## config.mk

```make
export PLATFORM = sky130hd
export DESIGN_NAME = led_counter_ctrl
export DESIGN_NICKNAME = d
export VERILOG_FILES = /design/src/rtl/led_counter_ctrl.sv
export SDC_FILE = /design/constraint.sdc
export NUM_CORES = 1
export LEC_CHECK = 0
export CORE_MARGIN = 2
export CORE_UTILIZATION = 25
export CTS_CLUSTER_DIAMETER = 50
export DETAILED_ROUTE_END_ITERATION = 8
export GPL_TIMING_DRIVEN = 0
export PLACE_DENSITY = 0.43
export SYNTH_ARGS = -nofsm -noshare
export SYNTH_HDL_FRONTEND = slang
export SYNTH_SLANG_ARGS = --single-unit
```

## constraint.sdc

```tcl
create_clock -name clk -period 3.1 [get_ports clk]
set_input_delay 0.31 -clock clk [delete_from_list [all_inputs] [get_ports clk]]
set_output_delay 0.31 -clock clk [all_outputs]
set_load 0.1 [all_outputs]
```

## src/rtl/led_counter_ctrl.sv

```systemverilog
// Run/pause/step sequencer for the 4-bit iCEstick LED counter with debounced buttons.
// Optional autostop (no wrap, done pulse) is enabled by defining LED_COUNTER_CTRL_AUTOSTOP_EN.
module led_counter_ctrl #(
   parameter int CLK_HZ          = 12000000,
   parameter int TICK_HZ         = 1,
   parameter int DEBOUNCE_CYCLES = 120000,
   parameter int WIDTH           = 4
) (
   input  logic             clk,
   input  logic             reset,
   input  logic             btn_run,
   input  logic             btn_step,
   input  logic             btn_dir,
   output logic [WIDTH-1:0] led,
   output logic             running,
   output logic             tick,
   output logic             done
);

   localparam int DIV = CLK_HZ / TICK_HZ;
   localparam int PW  = (DIV > 1) ? $clog2(DIV) : 1;
   localparam int CW  = $clog2(DEBOUNCE_CYCLES + 1);
   localparam logic [PW-1:0] DIV_LAST = PW'(DIV - 1);
   localparam logic [CW-1:0] DB_LAST  = CW'(DEBOUNCE_CYCLES - 1);

   typedef enum logic [1:0] {S_IDLE, S_RUN, S_PAUSE} state_t;

   logic             r_rst_meta, r_rst_sync;
   logic [2:0]       w_btn_raw;
   logic [2:0]       r_sync1, r_sync2, r_level;
   logic [1:0]       r_level_q;
   logic [CW-1:0]    r_db_cnt [3];
   logic             r_run_p, r_step_p;
   state_t           r_state;
   logic             r_running;
   logic [PW-1:0]    r_presc;
   logic [WIDTH-1:0] r_led;
   logic             w_dir, w_tick, w_block;
   logic [WIDTH-1:0] w_led_next;

   // Reset asserts immediately, releases on a clock edge to avoid recovery hazards.
   always_ff @(posedge clk or posedge reset) begin
      if (reset) begin
         r_rst_meta <= 1'b1;
         r_rst_sync <= 1'b1;
      end else begin
         r_rst_meta <= 1'b0;
         r_rst_sync <= r_rst_meta;
      end
   end

   assign w_btn_raw = {btn_dir, btn_step, btn_run};

   always_ff @(posedge clk or posedge r_rst_sync) begin
      if (r_rst_sync) begin
         r_sync1   <= '0;
         r_sync2   <= '0;
         r_level   <= '0;
         r_level_q <= '0;
         r_run_p   <= 1'b0;
         r_step_p  <= 1'b0;
         for (int i = 0; i < 3; i++) r_db_cnt[i] <= '0;
      end else begin
         r_sync1   <= w_btn_raw;
         r_sync2   <= r_sync1;
         r_level_q <= r_level[1:0];
         r_run_p   <= r_level[0] & ~r_level_q[0];
         r_step_p  <= r_level[1] & ~r_level_q[1];
         for (int i = 0; i < 3; i++) begin
            if (r_sync2[i] == r_level[i]) begin
               r_db_cnt[i] <= '0;
            end else if (r_db_cnt[i] == DB_LAST) begin
               r_level[i]  <= r_sync2[i];
               r_db_cnt[i] <= '0;
            end else begin
               r_db_cnt[i] <= r_db_cnt[i] + CW'(1);
            end
         end
      end
   end

   assign w_dir      = r_level[2];
   assign w_tick     = (r_state == S_RUN) && (r_presc == DIV_LAST);
   assign w_led_next = w_dir ? (r_led - WIDTH'(1)) : (r_led + WIDTH'(1));

`ifdef LED_COUNTER_CTRL_AUTOSTOP_EN
   logic r_done;
   assign w_block = w_dir ? (r_led == '0) : (r_led == '1);
   assign done    = r_done;
`else
   assign w_block = 1'b0;
   assign done    = 1'b0;
`endif

   always_ff @(posedge clk or posedge r_rst_sync) begin
      if (r_rst_sync) begin
         r_state   <= S_IDLE;
         r_running <= 1'b0;
         r_presc   <= '0;
         r_led     <= '0;
`ifdef LED_COUNTER_CTRL_AUTOSTOP_EN
         r_done    <= 1'b0;
`endif
      end else begin
`ifdef LED_COUNTER_CTRL_AUTOSTOP_EN
         r_done <= 1'b0;
`endif
         case (r_state)
            S_RUN: begin
               r_presc <= w_tick ? '0 : r_presc + PW'(1);
               // A suppressed wrap stops the run outright, overriding a coincident pause.
               if (w_tick && w_block) begin
                  r_state   <= S_IDLE;
                  r_running <= 1'b0;
`ifdef LED_COUNTER_CTRL_AUTOSTOP_EN
                  r_done    <= 1'b1;
`endif
               end else begin
                  if (w_tick) r_led <= w_led_next;
                  if (r_run_p) begin
                     r_state   <= S_PAUSE;
                     r_running <= 1'b0;
                  end
               end
            end
            default: begin
               if (r_run_p) begin
                  r_state   <= S_RUN;
                  r_running <= 1'b1;
                  r_presc   <= '0;
               end else if (r_step_p && !w_block) begin
                  r_led <= w_led_next;
`ifdef LED_COUNTER_CTRL_AUTOSTOP_EN
               end else if (r_step_p) begin
                  r_done <= 1'b1;
`endif
               end
            end
         endcase
      end
   end

   assign led     = r_led;
   assign running = r_running;
   assign tick    = w_tick;

endmodule
```

==> results.txt, run 1 <==
----------------------------------------------------
[Synthesis]
  Yosys top cell area share ... 50.8%
  Ys flop type ... dfrtp_1
  Synth async-reset ratio ... 100%
  Commonest cells in the synthesized netlist ... dfrtp_1 (94), nor2_1 (67), nand2_1 (38)
  Share of the yosys chip area belonging to registers ... between 50 and 60%
  Cell with the most instances after synthesis ... dfrtp_1
  Area of the mapped netlist ... about 0.0046 mm²
  Post-synthesis cell type with the largest combined area ... dfrtp_1
  Number of warnings issued by yosys ... 0
  Fraction of the mapped netlist area in compound gates ... 6.63%
  Dominant combinational cell family by area after synthesis ... simple AND/OR/NAND/NOR gates
  Post-Synthesis Cells ... 463
  Share of cell area taken by muxes after synthesis ... 1.65%
  Adder-cell share of the synthesized area ... 2.06%
  Top post-synthesis cells by area ... dfrtp_1 (51%), nor2_1 (5.4%), xor2_1 (5.1%)
  Mean area per synthesized cell ... between 9 and 10 µm²
  Simple logic cell fraction of the synthesized area ... 24.4%
  Flip-flop and latch count after synthesis ... 96
  Number of flops mapped to enable cells by yosys ... 0
  Library cells used by synthesis ... 50
  Post-synthesis xor/xnor area fraction ... about a tenth

[CTS]
  Clk sinks ... 96
  Number of buffers added to fix hold violations after cts ... 0
  Cts bufs inserted ... 9
  CTS tree ... done
  Maximum clock path buffer count ... 2
  Clock latency at the later pin of the worst-skew pair ... between 0.3 and 0.4 ns
  Clock input transition at the sequential cells of the worst setup and hold paths ... 0.07 ns
  Number of H-tree levels ... 3
  CTS Root Buffer Type ... clkbuf_16

[Die]
  Initial core utilization ... 25.6%
  Overall die width ... 140 µm
  Num rows ... 49
  Placeable core region ... 0.0181 mm²
  Number of top-level design ports ... 12
  Die Ht ... 140 µm
  Die Footprint ... 0.0196 mm²

[Routing]
  Number of remaining DRC errors ... 2
  Count of antenna-violating nets left after detailed routing ... 0
  Routed WL per cell ... 12.7 µm
  Vias per cell ... between 4 and 5
  Drt initial violations ... 195
  Drt total wl ... around 9100 µm
  Length of the first detailed-routing pass in iterations ... 7
  Total number of vias ... 3327

[Timing]
  Smallest setup slack after layout ... 0.210 ns
  Share of the clock period used by the worst path after layout ... 93.2%
  RSZ-0062 raised after global routing ... no
  Final count of hold timing violations ... 0
  # setup viols final ... 0
  Max Clk Rate ... roughly 350 MHz
  Final total negative setup slack ... 0 ns
  Max-slew violation count ... 0
  Final worst hold slack ... 0.288 ns
  Max-slew headroom ... 35.3%
  Fin Clk Skew ... 0.00699 ns
  Fin crit period ... roughly 2.9 ns
  Worst-Margin Slew ... between 0.9 and 1 ns

[GRT]
  Global-route wire length before repair ... 16400 µm
  GRT Overall Usage ... 10.2%
  Antenna violations before repair ... 0
  Vias in the first global route ... 3263
  Overflow left after global routing ... 0
  Largest net degree at the start of global routing ... between 50 and 60

[Critical path]
  Worst r2r dst ... r_presc[7]$_DFFE_PP0P_
  Register-to-Register Setup Slack ... 0.84 ns
  Biggest fanout along the worst timing path ... 7
  Origin of the worst setup path ... r_presc[19]$_DFFE_PP0P_
  Worst r2r src ... r_presc[19]$_DFFE_PP0P_
  CP arrival ... 2.58 ns
  Number of cells on the worst reg-to-reg path ... 5
  Category of the most critical setup path ... flop to output pin
  CP Capture Type ... output pin
  Endpoint of the most critical setup path ... tick
  Data required time of the worst path ... 2.79 ns
  Critical Path Start Type ... flop

[Power]
  Total chip power ... 2.48 mW
  Total leakage power ... 2.30 nW
  Worst vdd ir ... 0.191 mV
  PD cells ... 463 mW/mm²

[Finish]
  Ratio of cells with drive above 1 in the final layout ... 9.98%
  Area added between synthesis and finish ... 15.7%
  Count of nets after finishing ... 498
  Antenna Cells ... 0

[Job]
  Max-cap violations ... 0

[Min path]
  Hold crit path type ... input pin to asynchronous set/reset pin

[Placement]
  Total of buffers placed on input and output ports ... 10
  Global placement routability congestion ... 0.772
  Dpl hpwl ... 6270 µm
  Worst slack, placed ... 0.237 ns

[Outcome]
  Violated checks ... design-rule violations
  Result of the run ... finished, violations left

----------------------------------------------------
## critical path: stages, from the launching register on
cell and delay, ns:
dfrtp_1 0.45, nor4b_1 0.36, nand3_1 0.23, nor4_4 0.30, dlygate4sd2_1 0.89
## state kept, by name, indices dropped and copies added (netlist names)
| signal | cells |
|---|---|
| r_db_cnt | 51 |
| r_presc | 24 |
| led | 4 |
| r_level | 3 |
| r_sync1 | 3 |
| r_sync2 | 3 |
| r_level_q | 2 |
| r_state | 2 |
| r_rst_meta | 1 |
| r_rst_sync | 1 |
| r_run_p | 1 |
| r_step_p | 1 |
## kinds of logic after synthesis
family	count (synthesis)
XOR/XNOR	53
buffers and inverters	31
multiplexers	7
flip-flops	96
other	1
AO/OA/AOI/OAI	49
AND/OR/NAND/NOR	219
adder cells (fa/ha/maj)	7
## worst min-delay path by stage
stage	start	endpoint	slack, ns	cells past startpoint
after detailed placement	r_sync1[1]$_DFF_PP0_	r_sync2[1]$_DFF_PP0_	0.33	0
after global routing	reset	r_rst_sync$_DFF_PP1_	0.29	2
after floorplan	reset	r_rst_meta$_DFF_PP1_	0.22	1
after CTS	reset	r_rst_meta$_DFF_PP1_	0.28	2
after global placement	r_sync1[2]$_DFF_PP0_	r_sync2[2]$_DFF_PP0_	0.33	0
final	reset	r_rst_meta$_DFF_PP1_	0.29	2
## final cells by class
type | count | area, µm²
Fill cell | 1876 | 12700
Sequential cell | 96 | 2400
Multi-Input combinational cell | 337 | 2090
Tap cell | 229 | 287
Clock buffer | 10 | 229
Timing Repair Buffer | 11 | 126
Buffer | 18 | 97.6
Clock inverter | 6 | 68.8
Inverter | 13 | 51.3
## placed cells by master (no fill, tap or decap), types with 10 or more instances in the layout
cell type and instances:
a31oi_1 14, and3_1 10, nand3_1 37, o21ai_0 10
dfrtp_1 94, nand4_1 15, inv_1 12, nor2_1 67
xor2_1 27, a21oi_1 12, buf_2 12, xnor2_1 26
nand2_1 38
## power by group
part           internal (mW)  switching (mW)  leakage [nW]
Clock                  0.630           0.491         0.143
Combinational         0.0232          0.0521         0.847
Sequential              1.27          0.0123          1.31
## per-stage QoR
stage	utilization (%)	instances	area, µm²
after floorplan	-	464	4640
after global placement	27.8	703	5030
after detailed placement	28.0	704	5060
after CTS	29.6	720	5350
after global routing	29.6	720	5350
final	29.6	720	5350
## layer usage
metal  vias up  share of wire (%)  GRT usage [%]
met4         0                2.0           4.47
met1      1617                 51           14.5
met5         -                  0              0
li1       1662                  -              -
met2        35                 45           15.6
met3        13                2.0           1.54
## what timing repair did
action | 4_1_cts | 5_1_grt
setup buffers | 0 | 0
gates resized for setup | 1 | 0
setup endpoints to repair | 1 | 0
Power figures use the tool's default switching activity.
==> run 2: changes to the inputs <==
--- a/config.mk
+++ b/config.mk
@@ -5,12 +5,14 @@
 export SDC_FILE = /design/constraint.sdc
 export NUM_CORES = 1
 export LEC_CHECK = 0
+export CELL_PAD_IN_SITES_DETAIL_PLACEMENT = 1
+export CELL_PAD_IN_SITES_GLOBAL_PLACEMENT = 1
 export CORE_MARGIN = 2
 export CORE_UTILIZATION = 25
 export CTS_CLUSTER_DIAMETER = 50
 export DETAILED_ROUTE_END_ITERATION = 8
 export GPL_TIMING_DRIVEN = 0
-export PLACE_DENSITY = 0.43
+export PLACE_DENSITY = 0.5
 export SYNTH_ARGS = -nofsm -noshare
 export SYNTH_HDL_FRONTEND = slang
 export SYNTH_SLANG_ARGS = --single-unit
==> results.txt, run 2 (synthesis gave the netlist of run 1 again) <==
----------------------------------------------------
[Outcome]
  Result of the run ... finished, violations left (unchanged)
  Violated checks ... design-rule violations (unchanged)

[GRT]
  Overflow left after global routing ... 0 (unchanged)
  GRT Overall Usage ... 11.7% (was 10.2%)
  Antenna violations before repair ... 0 (unchanged)
  Largest net degree at the start of global routing ... 67 (was 56)
  Global-route wire length before repair ... 18400 µm (was 16400 µm)
  Vias in the first global route ... 3592 (was 3263)

[Timing]
  Max-slew headroom ... 35.1% (was 35.3%)
  Share of the clock period used by the worst path after layout ... 93.5% (was 93.2%)
  Max Clk Rate ... 345 MHz (was 346 MHz)
  Final total negative setup slack ... 0 ns (unchanged)
  Final count of hold timing violations ... 0 (unchanged)
  Max-slew violation count ... 0 (unchanged)
  RSZ-0062 raised after global routing ... no (unchanged)
  # setup viols final ... 0 (unchanged)
  Final worst hold slack ... 0.259 ns (was 0.288 ns)
  Fin crit period ... 2.90 ns (was 2.89 ns)
  Worst-Margin Slew ... 0.970 ns (was 0.968 ns)
  Fin Clk Skew ... 0.00578 ns (was 0.00699 ns)

[Power]
  Total leakage power ... 2.31 nW (was 2.30 nW)
  Sequential group share of total power ... 50.7% (was 51.7%)
  Internal power summed over all cells ... 1.94 mW (was 1.92 mW)
  Net switching power ... 583 µW (was 556 µW)
  Clk pwr share ... 46.2% (was 45.3%)
  Total chip power ... 2.52 mW (was 2.48 mW)
  Combinational share of power ... 3.1% (was 3.0%)
  Switching share of power ... 23.1% (was 22.4%)
  Worst vdd ir ... 0.266 mV (was 0.191 mV)
  PD cells ... 471 mW/mm² (was 463 mW/mm²)

[Routing]
  Drt initial violations ... 180 (was 195)
  Length of the first detailed-routing pass in iterations ... 6 (was 7)
  Vias per cell ... 4.72 (was 4.62)
  Total number of vias ... 3397 (was 3327)
  Number of remaining DRC errors ... 1 (was 2)
  Count of antenna-violating nets left after detailed routing ... 0 (unchanged)
  Drt total wl ... 10600 µm (was 9120 µm)
  Routed WL per cell ... 14.7 µm (was 12.7 µm)

[CTS]
  Cts bufs inserted ... 9 (unchanged)
  Number of setup buffers added after CTS ... 0 (unchanged)
  Number of H-tree levels ... 3 (unchanged)
  Clock latency at the later pin of the worst-skew pair ... 0.35 ns (was 0.34 ns)
  CTS tree ... done (unchanged)
  Clk sinks ... 96 (unchanged)
  CTS Root Buffer Type ... clkbuf_16 (unchanged)
  Clock input transition at the sequential cells of the worst setup and hold paths ... 0.07 ns (about the same)
  Maximum clock path buffer count ... 2 (unchanged)

[Finish]
  Highest-count cells in the layout ignoring fill and taps ... dfrtp_1 (94), nor2_1 (67), nand2_1 (38) (unchanged)
  Area added between synthesis and finish ... 15.9% (was 15.7%)
  Number of inserted filler cells in the final layout ... 2029 (was 1876)
  Ratio of cells with drive above 1 in the final layout ... 10.2% (was 9.98%)
  Share of the core filled with cells ... 29.6% (about the same)
  Leading cell type in the layout, fill and taps excluded ... dfrtp_1 (unchanged)
  Antenna Cells ... 0 (unchanged)
  Flip-flop count of the largest register, all copies and words added ... 51 (unchanged)
  Count of nets after finishing ... 498 (unchanged)
  Largest register by flop count ... r_db_cnt (unchanged)

[Die]
  Num rows ... 49 (unchanged)
  Overall die width ... 140 µm (unchanged)
  Number of top-level design ports ... 12 (unchanged)
  Initial core utilization ... 25.6% (unchanged)
  Placeable core region ... 0.0181 mm² (unchanged)
  Die Ht ... 140 µm (unchanged)
  Die Footprint ... 0.0196 mm² (unchanged)

[Critical path]
  Category of the most critical setup path ... flop to output pin (unchanged)
  CP arrival ... 2.59 ns (was 2.58 ns)
  Number of cells on the worst reg-to-reg path ... 5 (unchanged)
  Endpoint of the most critical setup path ... tick (unchanged)
  Origin of the worst setup path ... r_presc[19]$_DFFE_PP0P_ (unchanged)
  Worst r2r src ... r_presc[19]$_DFFE_PP0P_ (unchanged)
  Largest delay share family, worst path ... buffers and inverters (unchanged)
  Crit path buffers/inverters ... 1 (unchanged)
  Cell with the largest stage delay on the worst path ... dlygate4sd2_1 (unchanged)
  Register-to-Register Setup Slack ... 0.82 ns (was 0.84 ns)
  CP Capture Type ... output pin (unchanged)
  Crit-path cells ... nor4b_1, nand3_1, nor4_4, dlygate4sd2_1 (unchanged)
  Data required time of the worst path ... 2.79 ns (about the same)
  Delay of the slowest critical-path stage ... 0.90 ns (was 0.89 ns)
  Worst r2r dst ... r_presc[7]$_DFFE_PP0P_ (unchanged)
  Biggest fanout along the worst timing path ... 7 (unchanged)
  Critical Path Start Type ... flop (unchanged)
  Depth of the critical timing path with buffers and inverters included ... 4 (unchanged)

[Job]
  Max-cap violations ... 0 (unchanged)

[Placement]
  Total of buffers placed on input and output ports ... 10 (unchanged)
  Dpl hpwl ... 7270 µm (was 6270 µm)
  Global placement routability congestion ... 0.736 (was 0.772)

[Min path]
  Hold crit path type ... flop to asynchronous set/reset pin (was input pin to asynchronous set/reset pin)

----------------------------------------------------
-- run 2: changes by cell type in the layout (fill, tap and decap cells not counted) --
cell,before,now
clkinvlp_4,1,2
clkbuf_1,4,3
clkbuf_8,0,1
clkinv_4,2,1
-- run 2: area by class of cell --
| type | count | area [µm²] | area share (%) |
|---|---|---|---|
| Clock inverter | 6 | 67.6 | 1.26 |
| Tap cell | 229 | 287 | 5.34 |
| Clock buffer | 10 | 239 | 4.46 |
| Buffer | 18 | 97.6 | 1.82 |
| Inverter | 13 | 51.3 | 0.957 |
| Timing Repair Buffer | 11 | 126 | 2.36 |
| Multi-Input combinational cell | 337 | 2090 | 38.9 |
| Sequential cell | 96 | 2400 | 44.9 |
-- run 2: routing by layer --
metal  track usage (%)  wire length, µm
met5                 0                0
met4              5.58              229
met3              1.78              162
met2              18.3             4810
met1              15.9             5360
-- run 2: worst min path at each step --
| stage | start | endpoint | cells past startpoint |
|---|---|---|---|
| 2_1_floorplan | reset | r_rst_meta$_DFF_PP1_ | 1 |
| 3_3_place_gp | r_sync1[2]$_DFF_PP0_ | r_sync2[2]$_DFF_PP0_ | 0 |
| 3_5_place_dp | r_rst_sync$_DFF_PP1_ | r_db_cnt[30]$_DFF_PP0_ | 1 |
| 4_1_cts | reset | r_rst_meta$_DFF_PP1_ | 2 |
| 5_1_grt | reset | r_rst_meta$_DFF_PP1_ | 2 |
| 6_report | r_rst_sync$_DFF_PP1_ | r_presc[17]$_DFFE_PP0P_ | 1 |
-- run 2: repair_timing --
action / in CTS / in global routing
resized for setup: 1 / 0
endpoints found under the hold margin: 0 / 0
endpoints found under the setup margin: 1 / 0
hold buffers: 0 / 0
-- run 2: through the flow --
stage	worst slack (ns)	cell area (µm²)	std cells
finish	0.201	5360	720
global route	0.0451	5360	720
CTS	0.121	5360	720
detailed placement	0.227	5060	704
global placement	-0.965	5030	703
floorplan	0.0386	4640	464
-- run 2: power by group through the flow --
stage	clock network (mW)	logic (mW)	registers [mW]
3_3_place_gp	0	0.0752	1.30
2_1_floorplan	0	0.0536	1.30
4_1_cts	1.21	0.0822	1.28
3_5_place_dp	0	0.0819	1.31
5_1_grt	1.27	0.0909	1.28
6_report	1.17	0.0773	1.28
